[config.mk]
export PLATFORM = sky130hd
export DESIGN_NAME = mmio_uart_tx_flat
export DESIGN_NICKNAME = d
export VERILOG_FILES = /design/src/rtl/mmio_uart_tx_pkg.sv /design/src/rtl/mmio_uart_tx_if.sv /design/src/rtl/mmio_uart_tx_sync_fifo.sv /design/src/rtl/mmio_uart_tx.sv /design/src/flat_wrapper.sv
export SDC_FILE = /design/constraint.sdc
export NUM_CORES = 1
export LEC_CHECK = 0
export ABC_AREA = 0
export CELL_PAD_IN_SITES_DETAIL_PLACEMENT = 0
export CELL_PAD_IN_SITES_GLOBAL_PLACEMENT = 1
export CORE_UTILIZATION = 40
export DETAILED_ROUTE_END_ITERATION = 8
export GPL_TIMING_DRIVEN = 0
export HOLD_SLACK_MARGIN = 0.03
export MAX_ROUTING_LAYER = met4
export PLACE_DENSITY_LB_ADDON = 0.25
export SETUP_SLACK_MARGIN = 0.4
export SLEW_MARGIN = 20
export SYNTH_ARGS = -nofsm -noshare
export SYNTH_HDL_FRONTEND = slang
export SYNTH_SLANG_ARGS = --single-unit
[constraint.sdc]
create_clock -name MAINCLK -period 7.2 [get_ports MAINCLK]
set_clock_uncertainty 0.15 [all_clocks]
set_input_delay 1.44 -clock MAINCLK [delete_from_list [all_inputs] [get_ports MAINCLK]]
set_output_delay 1.44 -clock MAINCLK [all_outputs]
set_load 0.005 [all_outputs]
[src/rtl/mmio_uart_tx_pkg.sv]
// rtl/mmio_uart_tx_pkg.sv - shared register map, bit indices and TX state encoding
package mmio_uart_tx_pkg;

  // Register offsets inside the 4-byte window
  localparam logic [1:0] OFF_TXDATA = 2'd0;
  localparam logic [1:0] OFF_STATUS = 2'd1;
  localparam logic [1:0] OFF_DIV    = 2'd2;
  localparam logic [1:0] OFF_CTRL   = 2'd3;

  // STATUS bit positions
  localparam int STAT_FULL_B  = 0;
  localparam int STAT_EMPTY_B = 1;
  localparam int STAT_BUSY_B  = 2;
  localparam int STAT_OVF_B   = 3;

  // CTRL bit positions
  localparam int CTRL_EN_B    = 0;
  localparam int CTRL_FLUSH_B = 1;
  localparam int CTRL_IRQEN_B = 2;

  typedef enum logic [1:0] {
    TX_IDLE  = 2'd0,
    TX_START = 2'd1,
    TX_DATA  = 2'd2,
    TX_STOP  = 2'd3
  } tx_state_t;

endpackage

[src/rtl/mmio_uart_tx_if.sv]
// rtl/mmio_uart_tx_if.sv - CPU memory-side bus seen by the UART responder
interface mmio_uart_tx_if;
  logic [15:0] Addr;
  logic [7:0]  MemDataIn;
  logic [7:0]  MemDataOut;
  logic        MemDataOE;
  logic        MemBridge_Load;
  logic        MemBridge_Direction;
  logic        Memory_Ack;

  modport master (
    output Addr, MemDataIn, MemBridge_Load, MemBridge_Direction, Memory_Ack,
    input  MemDataOut, MemDataOE
  );

  modport slave (
    input  Addr, MemDataIn, MemBridge_Load, MemBridge_Direction, Memory_Ack,
    output MemDataOut, MemDataOE
  );
endinterface

[src/rtl/mmio_uart_tx_sync_fifo.sv]
// rtl/mmio_uart_tx_sync_fifo.sv - single-clock FIFO with wrap-bit pointers and flush
module sync_fifo #(
  parameter int WIDTH = 8,
  parameter int DEPTH = 8
) (
  input  logic             clk,
  input  logic             rst_n,
  input  logic             push,
  input  logic             pop,
  input  logic             flush,
  input  logic [WIDTH-1:0] wdata,
  output logic [WIDTH-1:0] rdata,
  output logic             full,
  output logic             empty
);
  localparam int AW = $clog2(DEPTH);

  logic [AW:0]      wr_ptr;
  logic [AW:0]      rd_ptr;
  logic [WIDTH-1:0] mem [DEPTH];
  logic             do_push;
  logic             do_pop;

  assign empty   = (wr_ptr == rd_ptr);
  assign full    = (wr_ptr[AW] != rd_ptr[AW]) && (wr_ptr[AW-1:0] == rd_ptr[AW-1:0]);
  // A push into a full FIFO is still accepted when a pop frees the slot on the same edge
  assign do_push = push && (!full || pop);
  assign do_pop  = pop && !empty;
  assign rdata   = mem[rd_ptr[AW-1:0]];

  // Pointer update; flush wins over any same-cycle push so the FIFO ends empty
  always_ff @(posedge clk or negedge rst_n) begin
    if (!rst_n) begin
      wr_ptr <= '0;
      rd_ptr <= '0;
    end else if (flush) begin
      wr_ptr <= '0;
      rd_ptr <= '0;
    end else begin
      if (do_push) wr_ptr <= wr_ptr + 1'b1;
      if (do_pop)  rd_ptr <= rd_ptr + 1'b1;
    end
  end

  // Storage array, no reset needed since empty pointers hide stale contents
  always_ff @(posedge clk) begin
    if (do_push && !flush) mem[wr_ptr[AW-1:0]] <= wdata;
  end
endmodule

[src/rtl/mmio_uart_tx.sv]
// rtl/mmio_uart_tx.sv - memory-mapped 8N1 UART transmitter with TX FIFO
module mmio_uart_tx
  import mmio_uart_tx_pkg::*;
#(
  parameter logic [15:0] BASE_ADDR   = 16'hFF00,
  parameter int          FIFO_DEPTH  = 8,
  parameter logic [7:0]  DEFAULT_DIV = 8'd103
) (
  input  logic           MAINCLK,
  input  logic           MAINRST,
  mmio_uart_tx_if.slave  bus,
  output logic           UartTx,
  output logic           Irq_n
);
  localparam logic [1:0] S_IDLE  = TX_IDLE;
  localparam logic [1:0] S_START = TX_START;
  localparam logic [1:0] S_DATA  = TX_DATA;
  localparam logic [1:0] S_STOP  = TX_STOP;

  logic       sel;
  logic [1:0] offset;
  logic       load_q;
  logic       wr_ev;
  logic       push;
  logic       flush;
  logic       pop;
  logic       start_ok;
  logic       bit_end;
  logic [7:0] div_q;
  logic       enable_q;
  logic       irq_en_q;
  logic       ovf_q;
  logic [1:0] state;
  logic [7:0] cnt;
  logic [2:0] bit_idx;
  logic [7:0] shift;
  logic [7:0] fifo_rdata;
  logic       fifo_full;
  logic       fifo_empty;
  logic [7:0] status;

  assign sel    = (bus.Addr[15:2] == BASE_ADDR[15:2]);
  assign offset = bus.Addr[1:0];

  // One write per falling strobe: only the first sampled-low cycle counts
  assign wr_ev    = sel && !bus.MemBridge_Direction && !bus.MemBridge_Load && load_q;
  assign push     = wr_ev && (offset == OFF_TXDATA);
  assign flush    = wr_ev && (offset == OFF_CTRL) && bus.MemDataIn[CTRL_FLUSH_B];
  assign bit_end  = (cnt == 8'd0);
  assign start_ok = enable_q && !fifo_empty;
  assign pop      = start_ok && ((state == S_IDLE) || ((state == S_STOP) && bit_end));

  sync_fifo #(.WIDTH(8), .DEPTH(FIFO_DEPTH)) u_fifo (
    .clk   (MAINCLK),
    .rst_n (MAINRST),
    .push  (push),
    .pop   (pop),
    .flush (flush),
    .wdata (bus.MemDataIn),
    .rdata (fifo_rdata),
    .full  (fifo_full),
    .empty (fifo_empty)
  );

  // Strobe history for the write edge detector; idles high
  always_ff @(posedge MAINCLK or negedge MAINRST) begin
    if (!MAINRST) load_q <= 1'b1;
    else          load_q <= bus.MemBridge_Load;
  end

  // DIV/CTRL registers and the sticky overflow flag
  always_ff @(posedge MAINCLK or negedge MAINRST) begin
    if (!MAINRST) begin
      div_q    <= DEFAULT_DIV;
      enable_q <= 1'b1;
      irq_en_q <= 1'b0;
      ovf_q    <= 1'b0;
    end else begin
      if (wr_ev && (offset == OFF_DIV)) div_q <= bus.MemDataIn;
      if (wr_ev && (offset == OFF_CTRL)) begin
        enable_q <= bus.MemDataIn[CTRL_EN_B];
        irq_en_q <= bus.MemDataIn[CTRL_IRQEN_B];
      end
      if (!bus.Memory_Ack && sel && (offset == OFF_STATUS)) ovf_q <= 1'b0;
      // A dropped byte outranks a same-cycle clear so the loss is never hidden
      if (push && fifo_full && !pop) ovf_q <= 1'b1;
    end
  end

  // Read path: purely combinational, zero when the window is not addressed
  always_comb begin
    status                = 8'h00;
    status[STAT_FULL_B]   = fifo_full;
    status[STAT_EMPTY_B]  = fifo_empty;
    status[STAT_BUSY_B]   = (state != S_IDLE);
    status[STAT_OVF_B]    = ovf_q;
    bus.MemDataOE         = sel && bus.MemBridge_Direction;
    bus.MemDataOut        = 8'h00;
    if (sel) begin
      case (offset)
        OFF_STATUS: bus.MemDataOut = status;
        OFF_DIV:    bus.MemDataOut = div_q;
        OFF_CTRL:   bus.MemDataOut = {5'b0, irq_en_q, 1'b0, enable_q};
        default:    bus.MemDataOut = 8'h00;
      endcase
    end
  end

  // TX framing FSM; the line level is registered alongside each state change
  always_ff @(posedge MAINCLK or negedge MAINRST) begin
    if (!MAINRST) begin
      state   <= S_IDLE;
      cnt     <= 8'd0;
      bit_idx <= 3'd0;
      shift   <= 8'd0;
      UartTx  <= 1'b1;
    end else begin
      case (state)
        S_IDLE: begin
          if (start_ok) begin
            state  <= S_START;
            cnt    <= div_q;
            shift  <= fifo_rdata;
            UartTx <= 1'b0;
          end
        end
        S_START: begin
          if (bit_end) begin
            state   <= S_DATA;
            cnt     <= div_q;
            bit_idx <= 3'd0;
            UartTx  <= shift[0];
          end else begin
            cnt <= cnt - 8'd1;
          end
        end
        S_DATA: begin
          if (bit_end) begin
            cnt <= div_q;
            if (bit_idx == 3'd7) begin
              state  <= S_STOP;
              UartTx <= 1'b1;
            end else begin
              bit_idx <= bit_idx + 3'd1;
              shift   <= {1'b0, shift[7:1]};
              UartTx  <= shift[1];
            end
          end else begin
            cnt <= cnt - 8'd1;
          end
        end
        S_STOP: begin
          if (bit_end) begin
            if (start_ok) begin
              state  <= S_START;
              cnt    <= div_q;
              shift  <= fifo_rdata;
              UartTx <= 1'b0;
            end else begin
              state  <= S_IDLE;
              UartTx <= 1'b1;
            end
          end else begin
            cnt <= cnt - 8'd1;
          end
        end
        default: begin
          state  <= S_IDLE;
          UartTx <= 1'b1;
        end
      endcase
    end
  end

  // TX-empty interrupt, active low
  always_ff @(posedge MAINCLK or negedge MAINRST) begin
    if (!MAINRST) Irq_n <= 1'b1;
    else          Irq_n <= !(irq_en_q && fifo_empty && (state == S_IDLE));
  end
endmodule

[src/flat_wrapper.sv]
// flat-port wrapper written by rule: the top's interface ports become plain ports
module mmio_uart_tx_flat import mmio_uart_tx_pkg::*;
#(
  parameter logic [15:0] BASE_ADDR   = 16'hFF00,
  parameter int          FIFO_DEPTH  = 8,
  parameter logic [7:0]  DEFAULT_DIV = 8'd103
)
  (MAINCLK, MAINRST, UartTx, Irq_n, bus_Addr, bus_MemDataIn, bus_MemBridge_Load, bus_MemBridge_Direction, bus_Memory_Ack, bus_MemDataOut, bus_MemDataOE);
  mmio_uart_tx_if bus_i ();
  input  logic MAINCLK;
  input  logic MAINRST;
  output logic UartTx;
  output logic Irq_n;
  input wire logic [$bits(bus_i.Addr)-1:0] bus_Addr;
  input wire logic [$bits(bus_i.MemDataIn)-1:0] bus_MemDataIn;
  input wire logic [$bits(bus_i.MemBridge_Load)-1:0] bus_MemBridge_Load;
  input wire logic [$bits(bus_i.MemBridge_Direction)-1:0] bus_MemBridge_Direction;
  input wire logic [$bits(bus_i.Memory_Ack)-1:0] bus_Memory_Ack;
  output wire logic [$bits(bus_i.MemDataOut)-1:0] bus_MemDataOut;
  output wire logic [$bits(bus_i.MemDataOE)-1:0] bus_MemDataOE;
  assign bus_i.Addr = bus_Addr;
  assign bus_i.MemDataIn = bus_MemDataIn;
  assign bus_i.MemBridge_Load = bus_MemBridge_Load;
  assign bus_i.MemBridge_Direction = bus_MemBridge_Direction;
  assign bus_i.Memory_Ack = bus_Memory_Ack;
  assign bus_MemDataOut = bus_i.MemDataOut;
  assign bus_MemDataOE = bus_i.MemDataOE;
  mmio_uart_tx #(.BASE_ADDR(BASE_ADDR), .FIFO_DEPTH(FIFO_DEPTH), .DEFAULT_DIV(DEFAULT_DIV)) u_core (.MAINCLK(MAINCLK), .MAINRST(MAINRST), .bus(bus_i), .UartTx(UartTx), .Irq_n(Irq_n));
endmodule
==> impl_metrics.json <==
{
  "dr.pass1.iters": 4,
  "cts_setup_buffers": 0,
  "fin_crit_sh_pct": 76.9,
  "first_global_vias": 3428,
  "cp.arrival_ns": 3.95,
  "clk_latency_ns": 0.36,
  "drt_wl_total_um": 11300,
  "fin_setup_tns_ns": 0,
  "numCtsBuffers": 9,
  "hpwl_um": 8140,
  "synth_warnings": 0,
  "reg2reg_from": "u_core.cnt[0]$_DFF_PN0_",
  "drv_slew": 0,
  "synth-seq-cells": 107,
  "via_per_inst": 5.49,
  "core-area_sq_mm": 0.0126,
  "drive_above_1_share_pct": 16.4,
  "crit_chain": "clkdlybuf4s50_1 -> or4_4 -> nor4_1 -> and2_1 -> buf_2 -> and3_1 -> clkdlybuf4s50_1",
  "hold_violations": 0,
  "yosysUniqueCellTypes": 56,
  "cp_common_cell": "clkdlybuf4s50_1",
  "synth_edf_count": 64,
  "ys_seq_area_share_pct": 58.6,
  "critical-path-slowest-cell": "nor4_1",
  "worst_setup_path_end_kind": "output pin",
  "num_vias": 3456,
  "clock_sinks": 107,
  "ctsHoldBuffers": 0,
  "clockBufferDepth": 2,
  "path_max_fanout": 7,
  "cts_tree": "built",
  "ant_nets": 0,
  "synthArstFlopShare_pct": 40.2,
  "placed_cell_area_sq_mm": 0.00582,
  "syn_inst": 399,
  "drc_errors": 0,
  "holdCritPathClass": "flop to flop",
  "rsz0062_at_grt": "false",
  "reg2regPathDepth": 9,
  "port_buffers": 38,
  "dp.cells": 614,
  "syn_area_sq_mm": 0.00513,
  "setup_ws_ns": 1.66,
  "post_cts_resized": 0,
  "timing.fmax_mhz": 181,
  "ctsRootBufferMaster": "clkbuf_16",
  "fillers": 1150,
  "status": "finished, final reports clean",
  "path_class": "primary input to output pin",
  "htree_levels": 3,
  "start_kind": "primary input",
  "worst_hold_path.num_cells": 1,
  "synth_commonest_cells": "edfxtp_1, dfrtp_1, mux2i_1, nand2_1, nor2_1",
  "synth_nets": 438,
  "final_cells": 629,
  "min_to": "u_core.Irq_n$_DFF_PN1_",
  "relSlewSlack_pct": 35.3,
  "post-route-min-period_ns": 5.54,
  "synth_area_leaders": "edfxtp_1, dfrtp_1, mux2i_1",
  "rrSetupSlack_ns": 3.37,
  "cpPeakStageDelay_ns": 0.54,
  "fp.dieH_um": 115,
  "multiInputGateArea_sq_mm": 0.00204,
  "final_core_util_pct": 49.0,
  "ios": 40,
  "tightest_slew_ns": 0.968,
  "ys_dominant_reg_cell": "edfxtp_1",
  "wl_per_cell_um": 17.9,
  "grt_usage_pct": 19.6,
  "peakVddDrop_mv": 0.117,
  "dpl_worst_slack_ns": 1.65,
  "min-delay-start": "u_core.irq_en_q$_DFFE_PN0P_",
  "initial_utilization_pct": 40.9,
  "clk_pin_slew_ns": 0.08,
  "die_w_um": 115,
  "synth_top_area_share_pct": 37.4,
  "dieArea_sq_mm": 0.0133,
  "regArea_sq_mm": 0.00301,
  "stdcell_area_sq_mm": 0.00616,
  "nets": 492,
  "antenna_found_initial": 0,
  "r2r-end": "u_core.u_fifo.mem[5][4]$_DFFE_PP_",
  "first_iter_violations": 211,
  "power_density_mw_per_mm2": 286,
  "num_rows": 41,
  "syn_avg_cell_area_sq_um": 12.9,
  "drv_cap": 0,
  "synth.most_common_cell": "edfxtp_1",
  "grt_pass1_wl_um": 18500,
  "setup_viol": 0,
  "grt-ovfl-total": 0,
  "yosys.area.top_type": "edfxtp_1",
  "routabilityCongestion": 0.801,
  "grt_max_degree": 28,
  "antennaDiodeCount": 0,
  "p_leak_nw": 2.27,
  "area_delta_synth_final_pct": 19.9,
  "crit_required_ns": 5.61
}
report_power, final:
group | internal [mW] | switching (mW)
clock network | 0.312 | 0.236
logic | 0.188 | 0.274
registers | 0.707 | 0.0454
logic make-up (layout without fill, tap and decap cells):
kind of cell | after synthesis | after routing | share of synthesized area, %
compound gates | 73 | 73 | 9.65
xor+xnor | 10 | 10 | 1.71
fa+ha+maj | 10 | 10 | 2.44
buf+inv | 37 | 95 | 2.85
flops | 107 | 107 | 58.6
mux | 51 | 51 | 12.5
simple gates | 111 | 111 | 12.3
through the flow:
step	hold WS (ns)	total power [mW]
detailed placement	0.300	1.23
finish	0.303	1.76
CTS	0.309	1.78
global route	0.337	1.87
floorplan	0.252	1.09
global placement	0.299	1.22
layout by cell type, fill, tap and decap left out, types with 6 or more instances in the layout:
cell type	count
a21oi_1	12
a22oi_1	6
a31oi_1	7
buf_2	11
clkbuf_1	16
clkbuf_16	9
clkdlybuf4s50_1	37
dfrtp_1	34
dfstp_2	9
edfxtp_1	64
ha_1	10
inv_1	14
mux2_2	13
mux2i_1	28
mux4_2	9
nand2_1	24
nand2b_1	10
nor2_1	19
nor2b_1	7
nor4_1	6
o21ai_0	15
o22ai_1	6
xnor2_1	6
per-layer routing:
metal	up-vias	share of wire, %	global-route usage [%]
li1	1639	-	-
met1	1734	48	25.7
met2	68	46	28.9
met3	15	3.1	4.38
met4	0	2.9	9.00
met5	-	0	-
worst max-delay path by stage:
stage / start / slack [ns] / cells past startpoint / endpoint
6_report: bus_Addr[3] / 1.66 / 7 / bus_MemDataOut[7]
5_1_grt: bus_Addr[3] / 1.56 / 7 / bus_MemDataOut[7]
4_1_cts: bus_Addr[3] / 1.65 / 7 / bus_MemDataOut[7]
3_5_place_dp: bus_Addr[3] / 1.65 / 7 / bus_MemDataOut[7]
3_3_place_gp: bus_Addr[3] / 1.51 / 7 / u_core.u_fifo.mem[5][6]$_DFFE_PP_
2_1_floorplan: bus_Addr[3] / 2.76 / 6 / u_core.u_fifo.mem[1][0]$_DFFE_PP_
final cells by class:
type                    count  area share [%]
flip-flops and latches    107            48.9
multi-input cells         255            33.1
repair buffers             43            6.75
clock buffers               9            3.66
well taps                 172            3.50
clock inverters             6            1.75
plain buffers              23            1.52
inverters                  14           0.853
flip-flops by register name (all words and copies together), names as in the netlist, 2 cells and up:
name / flops
u_core.cnt: 8
u_core.u_fifo.wr_ptr: 4
u_core.div_q: 8
u_core.bit_idx: 3
u_core.shift: 8
u_core.state: 2
u_core.u_fifo.rd_ptr: 4
u_core.u_fifo.mem: 64
worst max-delay path: cells and delay by family:
kind	cells	cell delay, ns
and+or+nand+nor	4	1.45
buffers and inverters	3	1.07
Power figures use the tool's default switching activity.
